`src/rtl/mem_pkg.sv`:
```
// Shared memory-port definitions used by the processor, the arbiter and the memory model.
package mem_pkg;

  localparam int MEM_ADDR_W = 32;
  localparam int MEM_DATA_W = 32;

  localparam logic MEM_READ  = 1'b0;
  localparam logic MEM_WRITE = 1'b1;

  // Source tags stored in the arbiter's in-order response FIFO.
  localparam logic SRC_I = 1'b0;
  localparam logic SRC_D = 1'b1;

  typedef struct packed {
    logic                  req_type;
    logic [MEM_ADDR_W-1:0] addr;
    logic [MEM_DATA_W-1:0] wdata;
  } mem_req_t;

  typedef struct packed {
    logic [MEM_DATA_W-1:0] data;
  } mem_resp_t;

endpackage

```
`src/rtl/mem_arbiter_if.sv`:
```
// Request/response channel between a memory requester (master) and a memory port (slave).
interface mem_arbiter_if #(
  parameter int ADDR_W = 32,
  parameter int DATA_W = 32
);

  // A request transfers on a cycle where req_val & req_rdy; the master holds val and
  // payload until then. Responses have no ready: resp_val is a one-cycle pulse.
  logic              req_val;
  logic              req_rdy;
  logic              req_type;
  logic [ADDR_W-1:0] req_addr;
  logic [DATA_W-1:0] req_wdata;
  logic              resp_val;
  logic [DATA_W-1:0] resp_data;

  modport master (
    output req_val, req_type, req_addr, req_wdata,
    input  req_rdy, resp_val, resp_data
  );

  modport slave (
    input  req_val, req_type, req_addr, req_wdata,
    output req_rdy, resp_val, resp_data
  );

endinterface

```
`src/rtl/arb_tag_fifo.sv`:
```
// Small FIFO of response source tags; push and pop may coincide, even when full.
module arb_tag_fifo
  import mem_pkg::*;
#(
  parameter  int WIDTH = 1,
  parameter  int DEPTH = 2,
  localparam int PTR_W = $clog2(DEPTH),
  localparam int CNT_W = PTR_W + 1
) (
  input  logic             clk,
  input  logic             rst,
  input  logic             push,
  input  logic             pop,
  input  logic [WIDTH-1:0] din,
  output logic [WIDTH-1:0] dout,
  output logic [CNT_W-1:0] count,
  output logic             full,
  output logic             empty
);

  logic [WIDTH-1:0] mem_q [DEPTH];
  logic [WIDTH-1:0] mem_d [DEPTH];
  logic [PTR_W-1:0] wr_ptr_q, wr_ptr_d;
  logic [PTR_W-1:0] rd_ptr_q, rd_ptr_d;
  logic [CNT_W-1:0] count_q, count_d;
  logic             do_push, do_pop;

  assign full  = (count_q == CNT_W'(DEPTH));
  assign empty = (count_q == '0);
  assign dout  = mem_q[rd_ptr_q];
  assign count = count_q;

  always_comb begin
    do_pop  = pop & ~empty;
    // When full, the slot being freed by a same-cycle pop is the one written.
    do_push = push & (~full | do_pop);
    mem_d   = mem_q;
    if (do_push) begin
      mem_d[wr_ptr_q] = din;
    end
    wr_ptr_d = wr_ptr_q + PTR_W'(do_push);
    rd_ptr_d = rd_ptr_q + PTR_W'(do_pop);
    count_d  = count_q + CNT_W'(do_push) - CNT_W'(do_pop);
  end

  always_ff @(posedge clk or negedge rst) begin
    if (!rst) begin
      for (int i = 0; i < DEPTH; i++) begin
        mem_q[i] <= '0;
      end
      wr_ptr_q <= '0;
      rd_ptr_q <= '0;
      count_q  <= '0;
    end else begin
      mem_q    <= mem_d;
      wr_ptr_q <= wr_ptr_d;
      rd_ptr_q <= rd_ptr_d;
      count_q  <= count_d;
    end
  end

endmodule

```
`src/rtl/mem_arbiter.sv`:
```
// Shares one memory port between fetch (imem) and data (dmem): data wins by priority,
// fetch wins after STARVE_LIMIT denied cycles; responses return in issue order by tag.
module mem_arbiter
  import mem_pkg::*;
#(
  parameter  int ADDR_W       = 32,
  parameter  int DATA_W       = 32,
  parameter  int DEPTH        = 2,
  parameter  int STARVE_LIMIT = 4,
  localparam int CNT_W        = $clog2(DEPTH) + 1,
  localparam int STV_W        = $clog2(STARVE_LIMIT + 1)
) (
  input  logic               clk,
  input  logic               rst,
  mem_arbiter_if.slave       imem,
  mem_arbiter_if.slave       dmem,
  mem_arbiter_if.master      mem,
  output logic               err,
  output logic [CNT_W-1:0]   dbg_count,
  output logic [STV_W-1:0]   dbg_starve_cnt
);

  localparam logic [STV_W-1:0] STARVE_MAX = STV_W'(STARVE_LIMIT);

  logic             can_issue;
  logic             grant_i, grant_d;
  logic             push, pop;
  logic             tag_in, tag_head;
  logic [CNT_W-1:0] count;
  logic             full, empty;
  logic [STV_W-1:0] starve_q, starve_d;
  logic             err_q, err_d;

  arb_tag_fifo #(
    .WIDTH (1),
    .DEPTH (DEPTH)
  ) u_tag_fifo (
    .clk   (clk),
    .rst   (rst),
    .push  (push),
    .pop   (pop),
    .din   (tag_in),
    .dout  (tag_head),
    .count (count),
    .full  (full),
    .empty (empty)
  );

  // A response popping this cycle frees a slot for a request issued this cycle.
  always_comb begin
    can_issue = ~full | mem.resp_val;
    grant_i   = 1'b0;
    grant_d   = 1'b0;
    if (rst && can_issue) begin
      if (imem.req_val && (starve_q == STARVE_MAX)) begin
        grant_i = 1'b1;
      end else if (dmem.req_val) begin
        grant_d = 1'b1;
      end else if (imem.req_val) begin
        grant_i = 1'b1;
      end
    end
  end

  always_comb begin
    mem.req_val   = grant_i | grant_d;
    mem.req_type  = MEM_READ;
    mem.req_addr  = '0;
    mem.req_wdata = '0;
    if (grant_d) begin
      mem.req_type  = dmem.req_type;
      mem.req_addr  = dmem.req_addr;
      mem.req_wdata = dmem.req_wdata;
    end else if (grant_i) begin
      mem.req_addr  = imem.req_addr;
    end
    imem.req_rdy = grant_i & mem.req_rdy;
    dmem.req_rdy = grant_d & mem.req_rdy;
  end

  assign push   = mem.req_val & mem.req_rdy;
  assign tag_in = grant_d ? SRC_D : SRC_I;
  assign pop    = rst & mem.resp_val & ~empty;

  always_comb begin
    imem.resp_val  = pop & (tag_head == SRC_I);
    dmem.resp_val  = pop & (tag_head == SRC_D);
    imem.resp_data = '0;
    dmem.resp_data = '0;
    if (imem.resp_val) begin
      imem.resp_data = mem.resp_data;
    end
    if (dmem.resp_val) begin
      dmem.resp_data = mem.resp_data;
    end
  end

  always_comb begin
    err_d = err_q | (mem.resp_val & empty);
    if (!imem.req_val || (grant_i && mem.req_rdy)) begin
      starve_d = '0;
    end else if (starve_q != STARVE_MAX) begin
      starve_d = starve_q + STV_W'(1);
    end else begin
      starve_d = starve_q;
    end
  end

  always_ff @(posedge clk or negedge rst) begin
    if (!rst) begin
      starve_q <= '0;
      err_q    <= 1'b0;
    end else begin
      starve_q <= starve_d;
      err_q    <= err_d;
    end
  end

  assign err            = err_q;
  assign dbg_count      = count;
  assign dbg_starve_cnt = starve_q;

endmodule

```
`src/flat_wrapper.sv`:
```
// flat-port wrapper written by rule: the top's interface ports become plain ports
module mem_arbiter_flat import mem_pkg::*;
#(
  parameter  int ADDR_W       = 32,
  parameter  int DATA_W       = 32,
  parameter  int DEPTH        = 2,
  parameter  int STARVE_LIMIT = 4,
  localparam int CNT_W        = $clog2(DEPTH) + 1,
  localparam int STV_W        = $clog2(STARVE_LIMIT + 1)
)
  (clk, rst, err, dbg_count, dbg_starve_cnt, imem_req_val, imem_req_type, imem_req_addr, imem_req_wdata, imem_req_rdy, imem_resp_val, imem_resp_data, dmem_req_val, dmem_req_type, dmem_req_addr, dmem_req_wdata, dmem_req_rdy, dmem_resp_val, dmem_resp_data, mem_req_val, mem_req_type, mem_req_addr, mem_req_wdata, mem_req_rdy, mem_resp_val, mem_resp_data);
  mem_arbiter_if #(.ADDR_W(ADDR_W), .DATA_W(DATA_W)) imem_i ();
  mem_arbiter_if #(.ADDR_W(ADDR_W), .DATA_W(DATA_W)) dmem_i ();
  mem_arbiter_if #(.ADDR_W(ADDR_W), .DATA_W(DATA_W)) mem_i ();
  input  logic clk;
  input  logic rst;
  output logic err;
  output logic [CNT_W-1:0] dbg_count;
  output logic [STV_W-1:0] dbg_starve_cnt;
  input wire logic [$bits(imem_i.req_val)-1:0] imem_req_val;
  input wire logic [$bits(imem_i.req_type)-1:0] imem_req_type;
  input wire logic [$bits(imem_i.req_addr)-1:0] imem_req_addr;
  input wire logic [$bits(imem_i.req_wdata)-1:0] imem_req_wdata;
  output wire logic [$bits(imem_i.req_rdy)-1:0] imem_req_rdy;
  output wire logic [$bits(imem_i.resp_val)-1:0] imem_resp_val;
  output wire logic [$bits(imem_i.resp_data)-1:0] imem_resp_data;
  input wire logic [$bits(dmem_i.req_val)-1:0] dmem_req_val;
  input wire logic [$bits(dmem_i.req_type)-1:0] dmem_req_type;
  input wire logic [$bits(dmem_i.req_addr)-1:0] dmem_req_addr;
  input wire logic [$bits(dmem_i.req_wdata)-1:0] dmem_req_wdata;
  output wire logic [$bits(dmem_i.req_rdy)-1:0] dmem_req_rdy;
  output wire logic [$bits(dmem_i.resp_val)-1:0] dmem_resp_val;
  output wire logic [$bits(dmem_i.resp_data)-1:0] dmem_resp_data;
  output wire logic [$bits(mem_i.req_val)-1:0] mem_req_val;
  output wire logic [$bits(mem_i.req_type)-1:0] mem_req_type;
  output wire logic [$bits(mem_i.req_addr)-1:0] mem_req_addr;
  output wire logic [$bits(mem_i.req_wdata)-1:0] mem_req_wdata;
  input wire logic [$bits(mem_i.req_rdy)-1:0] mem_req_rdy;
  input wire logic [$bits(mem_i.resp_val)-1:0] mem_resp_val;
  input wire logic [$bits(mem_i.resp_data)-1:0] mem_resp_data;
  assign imem_i.req_val = imem_req_val;
  assign imem_i.req_type = imem_req_type;
  assign imem_i.req_addr = imem_req_addr;
  assign imem_i.req_wdata = imem_req_wdata;
  assign imem_req_rdy = imem_i.req_rdy;
  assign imem_resp_val = imem_i.resp_val;
  assign imem_resp_data = imem_i.resp_data;
  assign dmem_i.req_val = dmem_req_val;
  assign dmem_i.req_type = dmem_req_type;
  assign dmem_i.req_addr = dmem_req_addr;
  assign dmem_i.req_wdata = dmem_req_wdata;
  assign dmem_req_rdy = dmem_i.req_rdy;
  assign dmem_resp_val = dmem_i.resp_val;
  assign dmem_resp_data = dmem_i.resp_data;
  assign mem_req_val = mem_i.req_val;
  assign mem_req_type = mem_i.req_type;
  assign mem_req_addr = mem_i.req_addr;
  assign mem_req_wdata = mem_i.req_wdata;
  assign mem_i.req_rdy = mem_req_rdy;
  assign mem_i.resp_val = mem_resp_val;
  assign mem_i.resp_data = mem_resp_data;
  mem_arbiter #(.ADDR_W(ADDR_W), .DATA_W(DATA_W), .DEPTH(DEPTH), .STARVE_LIMIT(STARVE_LIMIT)) u_core (.clk(clk), .rst(rst), .imem(imem_i), .dmem(dmem_i), .mem(mem_i), .err(err), .dbg_count(dbg_count), .dbg_starve_cnt(dbg_starve_cnt));
endmodule
```
`config.mk`:
```
export PLATFORM = sky130hd
export DESIGN_NAME = mem_arbiter_flat
export DESIGN_NICKNAME = d
export VERILOG_FILES = /design/src/rtl/mem_pkg.sv /design/src/rtl/mem_arbiter_if.sv /design/src/rtl/arb_tag_fifo.sv /design/src/rtl/mem_arbiter.sv /design/src/flat_wrapper.sv
export SDC_FILE = /design/constraint.sdc
export NUM_CORES = 1
export LEC_CHECK = 0
export CAP_MARGIN = 25
export CORE_AREA = 2 2 119 121
export DETAILED_ROUTE_END_ITERATION = 6
export DIE_AREA = 0 0 121 123
export PLACE_DENSITY = 0.52
export SYNTH_ARGS = -nofsm -noshare
export SYNTH_HDL_FRONTEND = slang
export SYNTH_SLANG_ARGS = --single-unit
```
`constraint.sdc`:
```
create_clock -name clk -period 4 [get_ports clk]
set_clock_uncertainty 0.2 [all_clocks]
set_input_delay 1 -clock clk [delete_from_list [all_inputs] [get_ports clk]]
set_output_delay 1 -clock clk [all_outputs]
set_load 0.005 [all_outputs]
```
==> impl_metrics.ini, run 1 <==
[die]
start_util = 0.137
core_um2 = 13600
row_count = 43
die_x_um = 121
io_pins = 308
dieArea_um2 = 14900
die_h_um = 123

[pwr]
peakVddDrop_mv = 0.149
combPwrFrac = 0.720
finalPower_mw = 1.35
switching_power_mw = 0.510
power_leakage_nw = 2.24
clockPowerShare = 0.147
seq_power_share = 0.133
switching_share = 0.377
internal-power_mw = 0.842
cellPowerDensity_nw_per_um2 = 268

[global_route]
grt_usage = 0.138
grt_pass1_wl_mm = 16.6
grt-ovfl-total = 0
grt_max_degree = 59
grt_pass1_vias = 3128
antenna_found_initial = 0

[sta]
setup_slack_ns = 0.247
tightest_slew_ns = 0.534
fmax_ghz = 0.266
hold_viol = 0
fin_setup_tns_ns = 0
finalSetupViolations = 0
relSlewSlack = 0.644
rsz0062_at_grt = false
post-route-min-period_ns = 3.75
finalMaxSlewViolations = 0
finalCritPeriodShare = 0.938

[logic_synthesis]
synth.area.top_cells = and3_1 (33%), nand3_1 (18%), dfrtp_1 (13%), a21oi_1 (8.6%), clkbuf_1 (6.0%)
yosys.area.top_type = and3_1
yosys.cell_types.count = 33
yosysSeqAreaShare = 0.134
yosys_warnings = 0
ys_ff_latch = 10
syn-num-nets = 464
yosysTopAreaCellShare = 0.328
syn-cell-area_um2 = 1870
synth_cells = 292
synth_area_per_cell_um2 = 6.40

[final_layout]
fin_area_um2 = 5050
final_layout_size_suffix_gt1_frac = 0.0647
nets = 729
antenna_cells = 0
syn_to_final_growth_pct = 170

[detailed_routing]
post-route-drc-count = 0
ant_nets = 0
dr.pass1.iters = 4
viasPerCell = 4.40
postRouteWirelength_mm = 11.4
vias = 3235
avgRoutedWirePerCell_um = 15.4
first_iter_violations = 157

[placed_design]
post-place-ws_ns = 0.00431
port-buffer-count = 274
placed_area_um2 = 4940
hpwl_mm = 8.95
gp_congestion = 0.789

[setup_path]
start_kind = input pin
crit_fanout = 2
crit_slowest_cell = clkdlybuf4s50_1
critPathMostFrequentCell = clkdlybuf4s50_1
slowest_delay_ns = 0.52
crit_type = in2out
path_cells = clkdlybuf4s50_1, nand2_1, nor2_1, buf_4, and3_1, clkdlybuf4s50_1
required_ns = 2.80
crit_arrival_ns = 2.55
worst_setup_path_end_kind = output pin

[clock_tree]
numCtsBuffers = 3
worstSkewPairLatency_ns = 0.24
cts_tree = yes
htreeDepth = 1
cts_buffer_depth = 2
cts.clk_slew.worst_paths_ns = 0.04
root_buffer = clkbuf_16
cts.sinks = 10

[outcome]
outcome = finished, final reports clean

[flow_run]
max-cap-violations = 0

[hold_path]
min_path_type = reg2reg
## repair_timing
action	in CTS	in global routing
gates resized for setup	1	4
hold buffers	0	0
pin swaps	0	1
setup endpoints to repair	10	43
buffers inserted	0	1
## power groups by stage
stage / clock network (mW) / registers (mW) / logic [mW]
global route: 0.211 / 0.186 / 1.06
floorplan: 0 / 0.170 / 0.386
CTS: 0.202 / 0.180 / 0.973
global placement: 0 / 0.177 / 0.964
detailed placement: 0 / 0.182 / 0.967
finish: 0.198 / 0.180 / 0.973
## flip-flops by register name (all words and copies together) (netlist names)
signal and flops:
u_core.u_tag_fifo.rd_ptr_q 1, u_core.u_tag_fifo.count 2, u_core.dbg_starve_cnt 3, u_core.err 1, u_core.u_tag_fifo.mem_q 2, u_core.u_tag_fifo.wr_ptr_q 1
## layout by cell type (no fill, tap or decap), drive strengths merged, types with 2 or more instances in the layout
master / instances
ha: 4
and3: 98
inv: 4
clkdlybuf4s50: 270
dlymetal6s2s: 3
nor2b: 2
buf: 26
nand2: 5
nand3: 67
clkbuf: 4
dfrtp: 10
a21oi: 32
xor2: 3
o32ai: 2
and2: 4
nor2: 4
## cell type report
class / instances / area, um^2
flip-flops and latches: 10 / 250
inverters: 4 / 15.0
well taps: 180 / 225
repair buffers: 300 / 3030
fillers: 1419 / 8560
multi-input cells: 238 / 1440
clock buffers: 4 / 88.8
## cells by family after synthesis
family	share of synthesized area
buffers and inverters	0.101
adder cells (fa/ha/maj)	0.0268
multiplexers	0.0114
flip-flops	0.134
AO/OA/AOI/OAI	0.135
XOR/XNOR	0.0188
AND/OR/NAND/NOR	0.573
## worst paths after layout
check	start	endpoint	slack (ns)	cells past startpoint
setup / recovery	mem_req_rdy	imem_req_rdy	0.25	6
hold / removal	u_core.err	u_core.err	0.28	1
setup reg to reg	u_core.u_tag_fifo.count[1]	u_core.u_tag_fifo.count[1]	1.86	8
hold reg to reg	u_core.err	u_core.err	0.28	1
max in group asynchronous	rst	u_core.dbg_starve_cnt[1]	2.64	3
min in group asynchronous	rst	u_core.err	0.51	1
## critical path, delay by kind of cell
kind	cells	cell delay (ns)
AND/OR/NAND/NOR	3	0.39
buffers and inverters	3	1.17
## stage by stage
step / cells / hold slack, ns / utilization
floorplan: 292 / 0.251 / -
global placement: 731 / 0.240 / 0.363
detailed placement: 731 / 0.279 / 0.363
CTS: 735 / 0.288 / 0.369
global route: 736 / 0.291 / 0.371
finish: 736 / 0.275 / 0.371
## synth_stat cells (all sizes together)
cell     n
a21bo    1
a21o     1
a21oi   32
a31o     1
a31oi    1
a32o     1
and2     4
and3    98
buf     10
clkbuf  30
dfrtp   10
ha       4
inv      4
mux2     1
mux2i    1
nand2    5
nand2b   1
nand3   67
nand3b   1
nor2     4
nor2b    2
nor3     1
nor3b    1
nor4bb   1
o211a    1
o211ai   1
o31ai    1
o32ai    2
or4b     1
xnor2    1
xor2     3
## routing by layer
layer  vias up  wire, um  GRT usage
met3        10       887     0.0341
met1      1491      4710      0.168
met5         -         0          0
met2       138      5690      0.252
li1       1596         -          -
met4         0        77     0.0160
No activity file was read; power rests on OpenSTA's default activity.
==> inputs of run 2 (changes only) <==
CORE_AREA = 2 2 120 122   (was 2 2 119 121)
DIE_AREA = 0 0 122 124   (was 0 0 121 123)
SYNTH_HIERARCHICAL = 1   (was unset)
==> impl_metrics.ini, run 2 <==
[outcome]
outcome = finished, final reports clean

[hold_path]
min_path_type = reg2reg
worstHoldStart = u_core/err
whs_path_depth = 1

[logic_synthesis]
synth_flop_cell = dfrtp_1
synth_commonest_cells = and2_1 (98), nand3_1 (64), a21oi_1 (32)
synth_area_per_cell_um2 = 6.70
yosysMostFrequentCell = and2_1
async_reset_ff_frac = 1.00
yosys_warnings = 6
synthMuxAreaShare = 0.0230
yosys.area.top_type = and2_1
synth_cells = 284
synth.area.top_cells = and2_1 (32%), nand3_1 (17%), dfrtp_1 (13%), a21oi_1 (8.4%), ha_1 (3.9%)
synth-xor-area-share = 0.0224
synth_edf_count = 0
synth_compound_area_frac = 0.126
syn-cell-area_um2 = 1900
synth_top_family_by_area = simple AND/OR/NAND/NOR gates
yosysTopAreaCellShare = 0.322
yosys.cell_types.count = 34
synth_adder_area_share = 0.0395
syn-num-nets = 458
ys_ff_latch = 10
yosys.area_share.simple = 0.555
yosysSeqAreaShare = 0.132

[final_layout]
largest_register_ffs = 3
mostFrequentLayoutCell = clkdlybuf4s50_1
syn_to_final_growth_pct = 166
final_core_util = 0.369
final_layout_size_suffix_gt1_frac = 0.0650
antenna_cells = 0
nets = 729
final_cell_mix = clkdlybuf4s50_1 (271), and2_1 (98), nand3_1 (64), a21oi_1 (32), buf_4 (13)
final_cells = 734

[global_route]
grt_pass1_vias = 2842
grt-ovfl-total = 0
antenna_found_initial = 0
grt_max_degree = 37
grt_usage = 0.116
grt_pass1_wl_mm = 14.2

[die]
core_um2 = 13700
io_pins = 308
row_count = 43
die_x_um = 122
die_h_um = 124
dieArea_um2 = 15100
start_util = 0.139

[clock_tree]
root_buffer = clkbuf_16
cts_tree = yes
htreeDepth = 1
worstSkewPairLatency_ns = 0.24
cts.sinks = 10
numCtsBuffers = 3
cts_hold_buf = 0
cts.clk_slew.worst_paths_ns = 0.04
cts_buffer_depth = 2

[sta]
tightest_slew_ns = 0.417
hold_ws_ns = 0.268
finalCritPeriodShare = 0.972
hold_viol = 0
fmax_ghz = 0.257
setup_slack_ns = 0.110
relSlewSlack = 0.721
finalMaxSlewViolations = 0
rsz0062_at_grt = false
finalSetupViolations = 0
post-route-min-period_ns = 3.89
fin_setup_tns_ns = 0

[setup_path]
critPathMostFrequentCell = clkdlybuf4s50_1
crit_type = in2out
r2r_cells = 10
critPathBufInv = 3
crit_family = buffers and inverters
cp.depth = 6
r2r_slack_ns = 1.65
start_kind = input pin
startpoint = imem_req_val
crit_slowest_cell = clkdlybuf4s50_1
slowest_delay_ns = 0.51
required_ns = 2.80
r2r-start = u_core/u_tag_fifo/count[0]
worst_setup_path_end_kind = output pin
path_cells = clkdlybuf4s50_1, nand3_2, and4b_1, buf_12, and2_1, clkdlybuf4s50_1
crit_fanout = 36
crit_arrival_ns = 2.69

[detailed_routing]
first_iter_violations = 64
post-route-drc-count = 0
postRouteWirelength_mm = 9.99
vias = 3024
ant_nets = 0
viasPerCell = 4.12
dr.pass1.iters = 4
avgRoutedWirePerCell_um = 13.6

[pwr]
cellPowerDensity_nw_per_um2 = 248
peakVddDrop_mv = 0.135
power_leakage_nw = 1.96

[placed_design]
hpwl_mm = 8.07
dp.cells = 726
gp_congestion = 0.765
post-place-ws_ns = -0.0202
port-buffer-count = 274

[flow_run]
max-cap-violations = 0
==> run 2: layout make-up <==
| type | count | area, um^2 |
|---|---|---|
| timing repair buffer | 295 | 3000 |
| inverter | 7 | 26.3 |
| sequential | 10 | 250 |
| clock buffer | 4 | 88.8 |
| multi-input combinational | 238 | 1470 |
| tap | 180 | 225 |
| fill | 1430 | 8660 |
==> run 2: power breakdown <==
part / total, mW / internal, mW / switching, mW
sequential: 0.183 / 0.142 / 0.0417
combinational: 0.870 / 0.552 / 0.318
clock: 0.198 / 0.150 / 0.0479
total: 1.25 / 0.844 / 0.408
==> run 2: path summary, 6_finish.rpt <==
check / to
worst max register to register: u_core/u_tag_fifo/count[1]
min in group asynchronous: u_core/dbg_starve_cnt[0]
worst max-delay path: mem_req_wdata[14]
max in group asynchronous: u_core/u_tag_fifo/wr_ptr_q
worst min register to register: u_core/err
worst min-delay path: u_core/err
==> run 2: cells by family after synthesis <==
logic type,after synthesis
AND/OR/NAND/NOR,183
AO/OA/AOI/OAI,41
adder cells (fa/ha/maj),6
buffers and inverters,36
XOR/XNOR,4
multiplexers,4
flip-flops,10
==> run 2: through the flow <==
stage	cell area, um^2	power, mW
2_1_floorplan	1900	0.513
4_1_cts	4990	1.25
3_3_place_gp	4900	1.04
3_5_place_dp	4900	1.04
5_1_grt	5060	1.36
6_report	5060	1.25
==> run 2: metal layers <==
layer | GRT usage | vias to the layer above | share of wire
li1 | - | 1487 | -
met1 | 0.131 | 1383 | 0.37
met2 | 0.222 | 148 | 0.53
met3 | 0.0284 | 6 | 0.095
met4 | 0.0180 | 0 | 0.0061
met5 | 0 | - | 0
==> run 2: repair_timing <==
action,4_1_cts,5_1_grt
pin swaps,1,1
setup endpoints to repair,16,112
buffers inserted,0,2
cloned,0,2
resized for setup,1,4
==> inputs of run 3 (changes only) <==
CORE_AREA = 2 2 119 121   (was 2 2 120 122)
DIE_AREA = 0 0 121 123   (was 0 0 122 124)
PLACE_DENSITY = 0.54   (was 0.52)
clock period = 3.8 ns   (was 4 ns; I/O delays follow)
==> impl_metrics.ini, run 3 (synthesis gave the netlist of run 2 again) <==
[final_layout]
largest_register_ffs = 3
final_layout_size_suffix_gt1_frac = 0.0736
mostFrequentLayoutCell = clkdlybuf4s50_1
antenna_cells = 0
final_cell_mix = clkdlybuf4s50_1 (270), and2_1 (98), nand3_1 (64), a21oi_1 (32), buf_4 (14)
nets = 732
fillers = 1406
syn_to_final_growth_pct = 167

[clock_tree]
htreeDepth = 1
root_buffer = clkbuf_16
cts_tree = yes
cts_hold_buf = 0
cts_buffer_depth = 2
worstSkewPairLatency_ns = 0.24
cts.sinks = 10
cts.clk_slew.worst_paths_ns = 0.04
numCtsBuffers = 3

[die]
die_h_um = 123
row_count = 43
die_x_um = 121
io_pins = 308
start_util = 0.140
core_um2 = 13600
dieArea_um2 = 14900

[setup_path]
r2r-start = u_core/u_tag_fifo/count[0]
start_kind = input pin
slowest_delay_ns = 0.44
crit_family = buffers and inverters
r2r_slack_ns = 1.37
r2r_cells = 11
required_ns = 2.65
worst_setup_path_end_kind = output pin
r2r-end = u_core/u_tag_fifo/count[1]
crit_type = in2out
cp.depth = 6
crit_slowest_cell = clkdlybuf4s50_1
critPathBufInv = 3
crit_fanout = 18
crit_arrival_ns = 2.57
path_cells = clkdlybuf4s15_1, nor2b_2, and4b_2, bufbuf_16, and2_1, clkdlybuf4s50_1

[sta]
relSlewSlack = 0.750
finalSetupViolations = 0
post-route-min-period_ns = 3.72
finalCritPeriodShare = 0.979
rsz0062_at_grt = false
fmax_ghz = 0.269
finalMaxSlewViolations = 0
fin_setup_tns_ns = 0
tightest_slew_ns = 0.373
setup_slack_ns = 0.0809
hold_viol = 0

[pwr]
peakVddDrop_mv = 0.191
clockPowerShare = 0.156
switching_power_mw = 0.429
seq_power_share = 0.144
switching_share = 0.325
internal-power_mw = 0.892
cellPowerDensity_nw_per_um2 = 261
power_leakage_nw = 1.97
combPwrFrac = 0.699

[detailed_routing]
postRouteWirelength_mm = 9.86
dr.pass1.iters = 4
ant_nets = 0
avgRoutedWirePerCell_um = 13.4
first_iter_violations = 98
viasPerCell = 4.03
post-route-drc-count = 0
vias = 2970

[hold_path]
worstHoldStart = u_core/err
min_path_type = reg2reg
min_to = u_core/err
whs_path_depth = 1

[placed_design]
port-buffer-count = 274
hpwl_mm = 8.00
post-place-ws_ns = -0.156
gp_congestion = 0.721

[global_route]
grt_usage = 0.118
grt_pass1_vias = 2856
antenna_found_initial = 0
grt_pass1_wl_mm = 14.4
grt_max_degree = 38
grt-ovfl-total = 0

[outcome]
outcome = finished, final reports clean

[flow_run]
max-cap-violations = 0
## run 3: cell types whose count changed in the layout (fill, tap and decap cells not counted)
| cell | previous run | this run |
|---|---|---|
| buf_6 | 1 | 3 |
| clkbuf_2 | 0 | 1 |
| buf_4 | 13 | 14 |
| and4b_2 | 0 | 1 |
| dlygate4sd2_1 | 1 | 2 |
| and4b_1 | 1 | 0 |
| buf_12 | 6 | 5 |
| clkdlybuf4s50_1 | 271 | 270 |
| bufbuf_16 | 0 | 1 |
| clkbuf_16 | 4 | 3 |
| dlymetal6s2s_1 | 2 | 0 |
| buf_2 | 0 | 1 |
| clkdlybuf4s15_1 | 0 | 1 |
## run 3: worst max-delay path by stage
stage                         endpoint          from  slack (ns)
finish               mem_req_wdata[29]  mem_resp_val        0.08
global route          mem_req_wdata[6]  mem_resp_val        0.01
CTS                  mem_req_wdata[30]           rst        0.03
detailed placement  dmem_resp_data[22]  mem_resp_val       -0.16
global placement     dmem_resp_data[8]           rst       -0.15
floorplan             mem_req_addr[10]  dmem_req_val        0.86
## run 3: area by class of cell
class / count / area, um^2 / share of cell area
Timing Repair Buffer: 298 / 3010 / 0.594
Inverter: 7 / 26.3 / 0.00518
Sequential cell: 10 / 250 / 0.0494
Multi-Input combinational cell: 238 / 1470 / 0.289
Clock buffer: 4 / 88.8 / 0.0175
Tap cell: 180 / 225 / 0.0444
## run 3: power groups by stage
stage                     combinational (mW)  sequential (mW)  clock, mW
final                                  0.924            0.191      0.206
after global routing                    1.00            0.198      0.221
after CTS                              0.939            0.192      0.212
after detailed placement               0.906            0.194          0
after global placement                 0.893            0.192          0
after floorplan                        0.354            0.187          0
## run 3: repair_timing
action                                  in CTS  in global routing
gates cloned                                 3                  0
pin swaps                                    1                  0
endpoints found under the setup margin     118                 15
setup buffers                                1                  0
resized for setup                           11                  3
## run 3: per-stage QoR
step	cell area [um^2]	hold slack, ns	power (mW)	utilization	cells
after floorplan	1900	0.250	0.540	-	284
after global placement	4910	0.245	1.08	0.361	729
after detailed placement	4910	0.250	1.10	0.361	729
after CTS	5070	0.259	1.34	0.373	737
after global routing	5070	0.281	1.42	0.372	737
final	5070	0.254	1.32	0.372	737
## run 3: worst register-to-register path, cell delays in order (launching register included)
cell and delay (ns):
dfrtp_1 0.40, nand2b_1 0.18, inv_1 0.04, nor2b_2 0.17, buf_4 0.14, nor3_1 0.30, o21ai_1 0.12, ha_1 0.29
inv_1 0.04, ha_1 0.18, xnor2_1 0.16, xnor2_1 0.14
## run 3: per-layer routing
| layer | global-route usage | vias up | share of wire |
|---|---|---|---|
| met2 | 0.233 | 135 | 0.53 |
| met4 | 0.0167 | 0 | 0.0041 |
| met5 | 0 | - | 0 |
| met1 | 0.130 | 1340 | 0.39 |
| li1 | - | 1493 | - |
| met3 | 0.0268 | 2 | 0.080 |
